===== src/rtl/wb_port_arbiter_if.sv =====
// Writeback port bundle: pipeline request, multi-cycle result channel and register-file write.
// The arbiter takes the slave side; whoever drives the requests takes the master side.
interface wb_port_arbiter_if;
    logic        pipe_we;
    logic [4:0]  pipe_rd;
    logic [31:0] pipe_data;
    logic        mc_valid;
    logic [4:0]  mc_rd;
    logic [31:0] mc_data;
    logic        mc_ready;
    logic        pipe_stall;
    logic        rf_we;
    logic [4:0]  rf_rd;
    logic [31:0] rf_wdata;
    logic [3:0]  buf_count;

    modport slave (
        input  pipe_we, pipe_rd, pipe_data, mc_valid, mc_rd, mc_data,
        output mc_ready, pipe_stall, rf_we, rf_rd, rf_wdata, buf_count
    );

    modport master (
        output pipe_we, pipe_rd, pipe_data, mc_valid, mc_rd, mc_data,
        input  mc_ready, pipe_stall, rf_we, rf_rd, rf_wdata, buf_count
    );
endinterface


===== src/rtl/wb_port_arbiter.sv =====
// Register-file write-port arbiter: pipeline writeback vs. queued multi-cycle results.
// Optional WB_PERF_EN adds saturating stall/kill performance counters.
module wb_port_arbiter #(
    parameter int unsigned DEPTH        = 2,
    parameter int unsigned STARVE_LIMIT = 4
) (
    input logic              clk,
    input logic              rst_n,
    wb_port_arbiter_if.slave bus
`ifdef WB_PERF_EN
    ,
    output logic [15:0]      perf_stalls,
    output logic [15:0]      perf_kills
`endif
);
    localparam int unsigned PtrW   = $clog2(DEPTH);
    localparam logic [3:0]  DepthC = 4'(DEPTH);
    localparam logic [3:0]  LimitC = 4'(STARVE_LIMIT);

    logic [4:0]      rd_mem_q   [DEPTH];
    logic [4:0]      rd_mem_d   [DEPTH];
    logic [31:0]     data_mem_q [DEPTH];
    logic [31:0]     data_mem_d [DEPTH];
    logic [DEPTH-1:0] kill_q, kill_d;
    logic [PtrW-1:0] wr_ptr_q, wr_ptr_d, rd_ptr_q, rd_ptr_d;
    logic [3:0]      count_q, count_d;
    logic [3:0]      starve_q, starve_d;
    logic            rf_we_q, rf_we_d;
    logic [4:0]      rf_rd_q, rf_rd_d;
    logic [31:0]     rf_wdata_q, rf_wdata_d;

    logic empty, stall, pipe_req, push, head_grant, pipe_grant, head_kill;

    assign empty      = (count_q == 4'd0);
    assign stall      = (starve_q == LimitC) && !empty;
    assign pipe_req   = bus.pipe_we && (bus.pipe_rd != 5'd0);
    // x0 results are accepted off the channel but never stored
    assign push       = bus.mc_valid && (count_q < DepthC) && (bus.mc_rd != 5'd0);
    assign pipe_grant = !stall && pipe_req;
    assign head_grant = stall || (!pipe_req && !empty);
    assign head_kill  = kill_q[rd_ptr_q];

    assign bus.mc_ready   = (count_q < DepthC);
    assign bus.pipe_stall = stall;
    assign bus.buf_count  = count_q;
    assign bus.rf_we      = rf_we_q;
    assign bus.rf_rd      = rf_rd_q;
    assign bus.rf_wdata   = rf_wdata_q;

    always_comb begin
        rd_mem_d   = rd_mem_q;
        data_mem_d = data_mem_q;
        kill_d     = kill_q;
        wr_ptr_d   = wr_ptr_q;
        rd_ptr_d   = rd_ptr_q;
        rf_we_d    = 1'b0;
        rf_rd_d    = 5'd0;
        rf_wdata_d = 32'd0;

        if (pipe_grant) begin
            rf_we_d    = 1'b1;
            rf_rd_d    = bus.pipe_rd;
            rf_wdata_d = bus.pipe_data;
            // Stale flags on empty slots are harmless: a push always clears its own flag
            for (int unsigned i = 0; i < DEPTH; i++) begin
                if (rd_mem_q[i] == bus.pipe_rd) kill_d[i] = 1'b1;
            end
        end else if (head_grant && !head_kill) begin
            rf_we_d    = 1'b1;
            rf_rd_d    = rd_mem_q[rd_ptr_q];
            rf_wdata_d = data_mem_q[rd_ptr_q];
        end

        if (head_grant) rd_ptr_d = rd_ptr_q + PtrW'(1);

        if (push) begin
            rd_mem_d[wr_ptr_q]   = bus.mc_rd;
            data_mem_d[wr_ptr_q] = bus.mc_data;
            kill_d[wr_ptr_q]     = 1'b0;
            wr_ptr_d             = wr_ptr_q + PtrW'(1);
        end

        count_d = count_q + {3'b000, push} - {3'b000, head_grant};

        starve_d = starve_q;
        if (head_grant || empty) begin
            starve_d = 4'd0;
        end else if (pipe_grant && (starve_q != LimitC)) begin
            starve_d = starve_q + 4'd1;
        end
    end

    always_ff @(posedge clk) begin
        if (!rst_n) begin
            for (int unsigned i = 0; i < DEPTH; i++) begin
                rd_mem_q[i]   <= 5'd0;
                data_mem_q[i] <= 32'd0;
            end
            kill_q     <= '0;
            wr_ptr_q   <= '0;
            rd_ptr_q   <= '0;
            count_q    <= 4'd0;
            starve_q   <= 4'd0;
            rf_we_q    <= 1'b0;
            rf_rd_q    <= 5'd0;
            rf_wdata_q <= 32'd0;
        end else begin
            rd_mem_q   <= rd_mem_d;
            data_mem_q <= data_mem_d;
            kill_q     <= kill_d;
            wr_ptr_q   <= wr_ptr_d;
            rd_ptr_q   <= rd_ptr_d;
            count_q    <= count_d;
            starve_q   <= starve_d;
            rf_we_q    <= rf_we_d;
            rf_rd_q    <= rf_rd_d;
            rf_wdata_q <= rf_wdata_d;
        end
    end

`ifdef WB_PERF_EN
    logic [15:0] perf_stalls_q, perf_stalls_d, perf_kills_q, perf_kills_d;

    always_comb begin
        perf_stalls_d = perf_stalls_q;
        perf_kills_d  = perf_kills_q;
        if (stall && (perf_stalls_q != 16'hFFFF)) perf_stalls_d = perf_stalls_q + 16'd1;
        if (head_grant && head_kill && (perf_kills_q != 16'hFFFF)) begin
            perf_kills_d = perf_kills_q + 16'd1;
        end
    end

    always_ff @(posedge clk) begin
        if (!rst_n) begin
            perf_stalls_q <= 16'd0;
            perf_kills_q  <= 16'd0;
        end else begin
            perf_stalls_q <= perf_stalls_d;
            perf_kills_q  <= perf_kills_d;
        end
    end

    assign perf_stalls = perf_stalls_q;
    assign perf_kills  = perf_kills_q;
`endif
endmodule


===== src/flat_wrapper.sv =====
// flat-port wrapper written by rule: the top's interface ports become plain ports
module wb_port_arbiter_flat 
#(
    parameter int unsigned DEPTH        = 2,
    parameter int unsigned STARVE_LIMIT = 4
)
  (clk, rst_n, bus_pipe_we, bus_pipe_rd, bus_pipe_data, bus_mc_valid, bus_mc_rd, bus_mc_data, bus_mc_ready, bus_pipe_stall, bus_rf_we, bus_rf_rd, bus_rf_wdata, bus_buf_count);
  wb_port_arbiter_if bus_i ();
  input logic clk;
  input logic rst_n;
  input wire logic [$bits(bus_i.pipe_we)-1:0] bus_pipe_we;
  input wire logic [$bits(bus_i.pipe_rd)-1:0] bus_pipe_rd;
  input wire logic [$bits(bus_i.pipe_data)-1:0] bus_pipe_data;
  input wire logic [$bits(bus_i.mc_valid)-1:0] bus_mc_valid;
  input wire logic [$bits(bus_i.mc_rd)-1:0] bus_mc_rd;
  input wire logic [$bits(bus_i.mc_data)-1:0] bus_mc_data;
  output wire logic [$bits(bus_i.mc_ready)-1:0] bus_mc_ready;
  output wire logic [$bits(bus_i.pipe_stall)-1:0] bus_pipe_stall;
  output wire logic [$bits(bus_i.rf_we)-1:0] bus_rf_we;
  output wire logic [$bits(bus_i.rf_rd)-1:0] bus_rf_rd;
  output wire logic [$bits(bus_i.rf_wdata)-1:0] bus_rf_wdata;
  output wire logic [$bits(bus_i.buf_count)-1:0] bus_buf_count;
  assign bus_i.pipe_we = bus_pipe_we;
  assign bus_i.pipe_rd = bus_pipe_rd;
  assign bus_i.pipe_data = bus_pipe_data;
  assign bus_i.mc_valid = bus_mc_valid;
  assign bus_i.mc_rd = bus_mc_rd;
  assign bus_i.mc_data = bus_mc_data;
  assign bus_mc_ready = bus_i.mc_ready;
  assign bus_pipe_stall = bus_i.pipe_stall;
  assign bus_rf_we = bus_i.rf_we;
  assign bus_rf_rd = bus_i.rf_rd;
  assign bus_rf_wdata = bus_i.rf_wdata;
  assign bus_buf_count = bus_i.buf_count;
  wb_port_arbiter #(.DEPTH(DEPTH), .STARVE_LIMIT(STARVE_LIMIT)) u_core (.clk(clk), .rst_n(rst_n), .bus(bus_i));
endmodule

===== config.mk =====
export PLATFORM = sky130hd
export DESIGN_NAME = wb_port_arbiter_flat
export DESIGN_NICKNAME = d
export VERILOG_FILES = /design/src/rtl/wb_port_arbiter_if.sv /design/src/rtl/wb_port_arbiter.sv /design/src/flat_wrapper.sv
export SDC_FILE = /design/constraint.sdc
export NUM_CORES = 1
export LEC_CHECK = 0
export ABC_CLOCK_PERIOD_IN_PS = 4050
export CORE_UTILIZATION = 34
export DETAILED_ROUTE_END_ITERATION = 8
export PLACE_DENSITY_LB_ADDON = 0.25
export SYNTH_ARGS = -nofsm -noshare
export SYNTH_HDL_FRONTEND = slang
export SYNTH_SLANG_ARGS = --single-unit
export TNS_END_PERCENT = 10

===== constraint.sdc =====
create_clock -name clk -period 4.05 [get_ports clk]
set_clock_uncertainty 0.1 [all_clocks]
set_input_delay 0.81 -clock clk [delete_from_list [all_inputs] [get_ports clk]]
set_output_delay 0.81 -clock clk [all_outputs]
set_load 0.05 [all_outputs]

* Word-level counts from Yosys, hierarchy flattened
Index checks and enable logic that the tools add are counted.
Widths: inputs -> output; s select.
** Cells by class
- Order comparisons :: 7
- Add/subtract/negate cells :: 5
- Reduce and logical (&&, ||, !) cells :: 20
- Muxes and demuxes :: 26
- Equality and inequality tests :: 4
- Bitwise logic cells :: 5
** Operators with widths (count)
- $mux 32 :: 6
- $bwmux 64 :: 1
- $demux 32 s1 :: 1
- $mux 5 :: 6
- $bwmux 10 :: 1
- $eq 5x5->1 :: 2
- $logic_and 1x1->1 :: 10
- $reduce_bool 5->1 :: 2
- $mux 1 :: 7
- $demux 5 s1 :: 1
- $add 4x1->4 :: 1
- $add 4x1->4 const B :: 1
- $eq 4x3->1 const B :: 1
- $ge 2x2->1 const B :: 2
- $logic_not 1->1 :: 4
- $logic_not 4->1 :: 1
- $lt 1x2->1 const B :: 2
- $lt 4x2->1 const B :: 1
- $mux 2 :: 2
- $ne 4x3->1 const B :: 1
- $not 1->2 :: 2
- $sub 4x1->4 :: 1
- $add 1x1->1 const B :: 2
- $and 2x2->2 :: 1
- 7 further kinds :: 8
** Word-level totals
- Register bits after elaboration :: 124
- Input port bits :: 78
- Output and inout bits :: 44

* Depth between registers and ports, before layout
Gate-level depths: netlist of run 1.
- Depth in word-level cells :: 8
- Depth in mapped cells :: 12
- Mapped depth without buffers :: 12

* Worst setup path before layout of run 1
OpenSTA, ideal clock, no wires.
- Path kind :: input port to flip-flop
- Start :: in bus_pipe_rd[1]
- End :: reg u_core.count_q[2], in the netlist u_core.bus.buf_count[2]
- Path buffers :: 0
- Library setup time :: 0.115 ns
- Arrival :: 2.769 ns
- Setup slack :: 1.066 ns
- Required time :: 3.835 ns
- Stages on the path :: 9
- Cells stage by stage :: or4_4 > o221a_2 > nor2_1 > ha_1 > inv_1 > ha_1 > fa_1 > xor2_1 > and2_1
** Between the ends
- Cells in the longest elaborated chain, start to end :: 6
** Ends and longest elaborated chain
- from (decl) :: line flat_wrapper.sv:12 : input wire logic [$bits(bus_i.pipe_rd)-1:0] bus_pipe_rd;
- $reduce_bool 5->1 :: line wb_port_arbiter.sv:36 : assign pipe_req = bus.pipe_we && (bus.pipe_rd != 5'd0);
- $logic_and 1x1->1 :: line wb_port_arbiter.sv:36
- $logic_not 1->1 :: line wb_port_arbiter.sv:40 : assign head_grant = stall || (!pipe_req && !empty);
- $logic_and 1x1->1 :: line wb_port_arbiter.sv:40
- $logic_or 1x1->1 :: line wb_port_arbiter.sv:40
- via u_core.head_grant :: line wb_port_arbiter.sv:32 : logic empty, stall, pipe_req, push, head_grant, pipe_grant, head_kill;
- $sub 4x1->4 :: line wb_port_arbiter.sv:83 : count_d = count_q + {3'b000, push} - {3'b000, head_grant};
- to (signal assigned) :: line wb_port_arbiter.sv:113 : count_q <= count_d;
- to (decl) :: line wb_port_arbiter.sv:26 : logic [3:0] count_q, count_d;
The timed path passes the listed nets, and every way through them passes these cells.
A chain may end at the register's enable or synchronous reset.

* Worst setup path after layout of run 1
Same ends and word-level chain as after synthesis.

==> out/qor.txt, run 1 <==
Outcome: complete, no violations
Synth Warn #: 0
Crit start category: primary input
Drt first pass iters: 4
Post-DP HPWL: 8.01 mm
Critical path, cell by cell: clkdlybuf4s50_1, or4_4, o221a_2, nor2_1, ha_1, inv_1, ha_1, fa_1, xor2_1, and2_1
CTS tree: built
# resized after CTS: 0
Initial Util: 34.9%
Post-synth EDFFs: 0
CP peak stage delay: 620 ps
Core area: 15,200 sq um
Vias per cell: 4.74
Worst flop-to-flop path startpoint: u_core.bus.buf_count[2]
Clk Latency, worst-skew pair: 410 ps
Yosys top cell by area: dfxtp_1
Hold_buf cts: 0
Gr usage total: 15.7%
Grt total ovfl: 0
Hold Crit Class: register to register
Synth top area cells: dfxtp_1 47%, mux2i_1 21%, nor2b_1 9.0%
CP Capture Type: register
DRC viols: 0
Peak Freq: 301 MHz
Clock period minus worst slack: 3320 ps
Fin crit share: 82.0%
DR iter-0 viols: 134
Seq/Total Area, Yosys: 46.8%
P_leak: 0.00284 uW
Max_slew headroom: 51.1%
Cell Pwr Density: 589 nW/um^2
Dpl ws: 312 ps
Hold slack final: 416 ps
Critical path class: primary input to register
First-pass GRT wire length: 19.6 mm
Max clock buf depth: 2
Mapped cell area: 5300 sq um
Mapped Cells: 499
Site Rows: 45
Pwr Total: 4240 uW
TritonCTS buffer count: 17
Ratio of cells with drive above 1 in the final layout: 8.01%
Most common cell on crit path: ha_1
Ys flop type: dfxtp_1
RSZ-0062 raised after global routing: no
Vias in the first global route: 3,944
Worst-Margin Slew: 733 ps
Count leader, synth: dfxtp_1
Seq cells post-synth: 124
Asr flop ratio synth: 0%
Final wirelength: 11.8 mm
Number of max-cap violations: 0
Chip height: 127 um
# diodes: 0
Reg clk slew, reported paths: 50 ps
Worst setup margin: 730 ps
Gp weighted congestion: 0.779
Post-CTS Setup Inserts: 0
I/O pin total: 122
Root Driver: clkbuf_16
Remaining antenna violation count: 0
Critical-path top delay cell: or4_4
Vias post-DR: 3,850
CP required: 4260 ps
Pin count of the biggest net entering global routing: 54
Net Count, Synth: 585
Synth cell count leaders: 124 x dfxtp_1, 109 x mux2i_1, 76 x nor2b_1
Layout net count: 699
Library cells used by synthesis: 43
Syn Area/Cell: 10.6 sq um
Worst hold start: u_core.data_mem_q[43]
Largest fanout on the critical path: 4
Clk sink count: 124
Die area: 16,100 sq um
Pins Over Slew Limit: 0
Finished Core Util: 47.4%
Initial antenna violation count: 0
H-tree depth: 4
Maximum VDD drop: 305 uV
Setup TNS: 0 ps
Layout area overhead: 35.9%
Die W: 127 um
Worst Path Arrival: 3530 ps
Per-cell routed wire length: 14.6 um
Final Hold Viols: 0
Crit path from: bus_pipe_rd[1]
Input/output buffers: 121
Top-area cell type share of the netlist area: 46.8%
Setup Viol. Count Final: 0
-- per-layer routing --
metal  global-route usage, %  vias to the layer above  wire length (um)
met4                    7.07                        0               194
met2                    25.4                       95              5530
li1                        -                     1948                 -
met5                       0                        -                 0
met1                    18.8                     1792              5410
met3                    5.65                       15               705
-- critical path, delay by kind of cell --
kind	cells	cell delay (ps)
AO/OA/AOI/OAI	1	320
XOR/XNOR	1	170
adder cells (fa/ha/maj)	3	740
buffers and inverters	2	560
AND/OR/NAND/NOR	3	930
-- path summary, 6_finish.rpt --
path / slack (ps) / to / cells after the start
worst max register to register: 1290 / u_core.bus.buf_count[2] / 12
worst min-delay path: 420 / u_core.data_mem_q[43] / 2
worst min register to register: 420 / u_core.data_mem_q[43] / 2
worst max-delay path: 730 / u_core.bus.buf_count[2] / 10
-- cell type report --
| class | instances | area (sq um) |
|---|---|---|
| sequential | 124 | 2480 |
| inverter | 12 | 45.0 |
| clock buffer | 23 | 488 |
| clock inverter | 7 | 65.1 |
| timing repair buffer | 130 | 1300 |
| multi-input combinational | 328 | 2580 |
| fill | 1421 | 8000 |
| tap | 188 | 235 |
-- registers in the layout (all words and copies together), names as in the netlist --
register and count:
u_core.bus.rf_rd 5, u_core.kill_q 2, u_core.rd_mem_q 10, u_core.wr_ptr_q 1, u_core.bus.rf_we 1, u_core.bus.buf_count 4
u_core.starve_q 4, u_core.rd_ptr_q 1, u_core.bus.rf_wdata 32, u_core.data_mem_q 64
-- placed cells by master, fill, tap and decap left out, types with 2 or more instances in the layout --
cell / count
a211oi_1: 36
a21oi_1: 2
and2_1: 5
buf_12: 2
buf_4: 7
clkbuf_1: 2
clkbuf_16: 17
clkbuf_8: 4
clkdlybuf4s50_1: 120
clkinv_2: 4
clkinvlp_4: 2
dfxtp_1: 123
ha_1: 7
inv_1: 12
mux2_2: 2
mux2i_1: 109
nand2_1: 2
nand3_1: 5
nor2_1: 42
nor2b_1: 76
nor3_1: 2
o21a_1: 2
o21ai_0: 2
or4_4: 2
xnor2_1: 6
xor2_1: 7
-- report_power, final --
group / switching, uW / total, uW / internal (uW) / leakage [uW]
combinational: 739 / 1320 / 576 / 0.00155
clock: 526 / 1420 / 896 / 0.000271
sequential: 113 / 1500 / 1390 / 0.00101
-- through the flow --
stage | instance area (sq um) | std cells
6_report | 7200 | 812
5_1_grt | 7200 | 812
4_1_cts | 7200 | 812
3_5_place_dp | 6650 | 782
3_3_place_gp | 6650 | 782
2_1_floorplan | 5300 | 499
-- cell families after synthesis --
logic type,Yosys count,synth area share (%)
xor gates and xnor gates,13,2.15
muxes,111,21.0
DFF,124,46.8
and+or+nand+nor,143,15.1
buffers and inverters,47,4.84
AOI/OAI and AO/OA,53,8.00
adders and majority gates,8,2.03
Note: power is estimated with default switching activity, not from simulation.
==> run 2, diff against run 1 <==
--- a/config.mk
+++ b/config.mk
@@ -5,7 +5,7 @@
 export SDC_FILE = /design/constraint.sdc
 export NUM_CORES = 1
 export LEC_CHECK = 0
-export ABC_CLOCK_PERIOD_IN_PS = 4050
+export ABC_CLOCK_PERIOD_IN_PS = 3400
 export CORE_UTILIZATION = 34
 export DETAILED_ROUTE_END_ITERATION = 8
 export PLACE_DENSITY_LB_ADDON = 0.25
==> constraint.sdc (replaced) <==
create_clock -name clk -period 3.4 [get_ports clk]
set_clock_uncertainty 0.1 [all_clocks]
set_input_delay 0.68 -clock clk [delete_from_list [all_inputs] [get_ports clk]]
set_output_delay 0.68 -clock clk [all_outputs]
set_load 0.05 [all_outputs]
==> out/qor.txt, run 2 (synthesis gave the netlist of run 1 again) <==
Hold Crit Class: register to register
Ratio of cells with drive above 1 in the final layout: 9.19% (+1.2 points)
Number of max-cap violations: 0 (unchanged)
Critical path, cell by cell: inv_1, ha_1, or3b_2, nand2_1, inv_1, clkdlybuf4s50_1
Max_slew headroom: 49.0% (-2.2 points)
DRC viols: 0 (unchanged)
Peak Freq: 319 MHz
Post-CTS Setup Inserts: 0 (unchanged)
# diodes: 0 (unchanged)
Hold_buf cts: 0 (unchanged)
Remaining antenna violation count: 0 (unchanged)
Register area: 2480 sq um (unchanged)
Initial antenna violation count: 0 (unchanged)
Pins Over Slew Limit: 0 (unchanged)
Site Rows: 45 (unchanged)
CP required: 2620 ps (-1640 ps)
Input/output buffers: 121 (unchanged)
Clk sink count: 124 (unchanged)
Gr usage total: 15.4% (-0.38 points)
CP Capture Type: primary output
DR iter-0 viols: 80 (-40%)
Worst flop-to-flop path startpoint: u_core.bus.buf_count[2]
Vias post-DR: 3,879 (+0.75%)
Reg clk slew, reported paths: 50 ps (about the same)
P_leak: 0.00289 uW (+1.9%)
Vias per cell: 4.74 (-0.11%)
Critical path class: register to primary output
Commonest non-fill, non-tap cell in the layout: dfxtp_1
Layout net count: 704 (+0.72%)
Crit path from: u_core.bus.buf_count[2]
Drt first pass iters: 4 (unchanged)
RSZ-0062 raised after global routing: no
Worst Path Arrival: 2350 ps (-1180 ps)
Post-DP HPWL: 7.74 mm (-3.4%)
Core area: 15,200 sq um (unchanged)
# resized after CTS: 0 (unchanged)
Hold slack final: 415 ps (-0.745 ps)
CTS tree: built
Fin crit share: 92.1%
Outcome: complete, no violations
H-tree depth: 4 (unchanged)
WP buf/inv: 3 (+1)
Final cell count without fillers: 819 (+0.86%)
Layout area overhead: 38.3%
Gp weighted congestion: 0.730 (-6.2%)
Worst R2R Setup Slack: 690 ps (-600 ps)
Per-cell routed wire length: 14.4 um (-1.4%)
Cell Pwr Density: 714 nW/um^2 (+21%)
First-pass GRT wire length: 19.2 mm (-1.8%)
Maximum VDD drop: 327 uV (+7.3%)
Worst-Margin Slew: 765 ps (+32.4 ps)
Clk Latency, worst-skew pair: 410 ps (about the same)
Most common cell on crit path: inv_1
FF-to-FF End: u_core.bus.buf_count[3]
Placed cell count: 787 (+0.64%)
Worst path top cell family by delay: buffers and inverters
Critical Path Stages: 6 (-4)
Pwr Total: 5240 uW (+23%)
Grt total ovfl: 0 (unchanged)
CP peak stage delay: 690 ps (+70 ps)
Worst r2r path cells: 13 (+1)
Initial Util: 34.9% (unchanged)
Setup crit end: bus_pipe_stall
Pin count of the biggest net entering global routing: 75 (+39%)
TritonCTS buffer count: 17 (unchanged)
Most frequent cells in the layout: 123 x dfxtp_1, 120 x clkdlybuf4s50_1, 109 x mux2i_1
Root Driver: clkbuf_16
Final Hold Viols: 0 (unchanged)
Crit start category: register
Die W: 127 um (unchanged)
Critical-path top delay cell: clkdlybuf4s50_1
Fill cells: 1,391 (-2.1%)
Chip height: 127 um (unchanged)
Die area: 16,100 sq um (unchanged)
Biggest register: u_core.data_mem_q
Multi-input logic area: 2580 sq um (unchanged)
Vias in the first global route: 3,996 (+1.3%)
Clock period minus worst slack: 3130 ps
Final wirelength: 11.8 mm (-0.55%)
Largest fanout on the critical path: 3 (-1)
I/O pin total: 122 (unchanged)
Setup Viol. Count Final: 0 (unchanged)
Max reg flops: 64 (unchanged)
Max clock buf depth: 2 (unchanged)
run 2: cell count changes in the layout (fill, tap and decap cells not counted):
cell        delta
clkbuf_1       -1
clkinv_2       -2
buf_12         +2
clkinvlp_4     +3
bufinv_16      +2
buf_4          +3
run 2: final cells by class:
cell class              count  share of cell area, %
clock buffers              22                   6.60
flip-flops and latches    124                   33.9
inverters                  12                  0.614
clock inverters            10                   1.88
repair buffers            135                   18.6
multi-input cells         328                   35.3
well taps                 188                   3.21
run 2: power breakdown:
| group | total, uW | switching, uW | internal, uW |
|---|---|---|---|
| clock network | 1870 | 646 | 1230 |
| logic | 1570 | 880 | 692 |
| registers | 1790 | 132 | 1660 |
run 2: worst min path at each step:
stage | to | cells past startpoint | slack, ps | start
5_1_grt | u_core.data_mem_q[52] | 2 | 450 | u_core.data_mem_q[52]
4_1_cts | u_core.data_mem_q[63] | 2 | 420 | u_core.data_mem_q[63]
2_1_floorplan | u_core.kill_q[1] | 1 | 370 | u_core.kill_q[1]
6_report | u_core.data_mem_q[63] | 2 | 420 | u_core.data_mem_q[63]
3_5_place_dp | u_core.data_mem_q[63] | 2 | 400 | u_core.data_mem_q[63]
3_3_place_gp | u_core.kill_q[1] | 1 | 380 | u_core.kill_q[1]
run 2: worst min-delay path, cell delays in order, from the launching register on:
cell	delay, ps
dfxtp_1	320
mux2i_1	60
nor2b_1	90
run 2: per-stage QoR:
stage                     setup WS, ps  utilization (%)  instance area [sq um]  setup TNS (ps)
after global routing               168             48.2                   7330               0
after CTS                          236             48.2                   7330               0
after detailed placement         -95.6             44.1                   6710            -186
after floorplan                    508                -                   5300               0
after global placement           -21.0             44.1                   6710           -41.5
final                              268             48.2                   7330               0
run 2: layer usage:
metal | vias up | part of all wire (%) | global-route usage (%)
met2 | 82 | 48 | 25.9
met3 | 15 | 5.4 | 4.89
met1 | 1819 | 45 | 18.0
li1 | 1963 | - | -
met4 | 0 | 1.5 | 6.37
met5 | - | 0 | 0
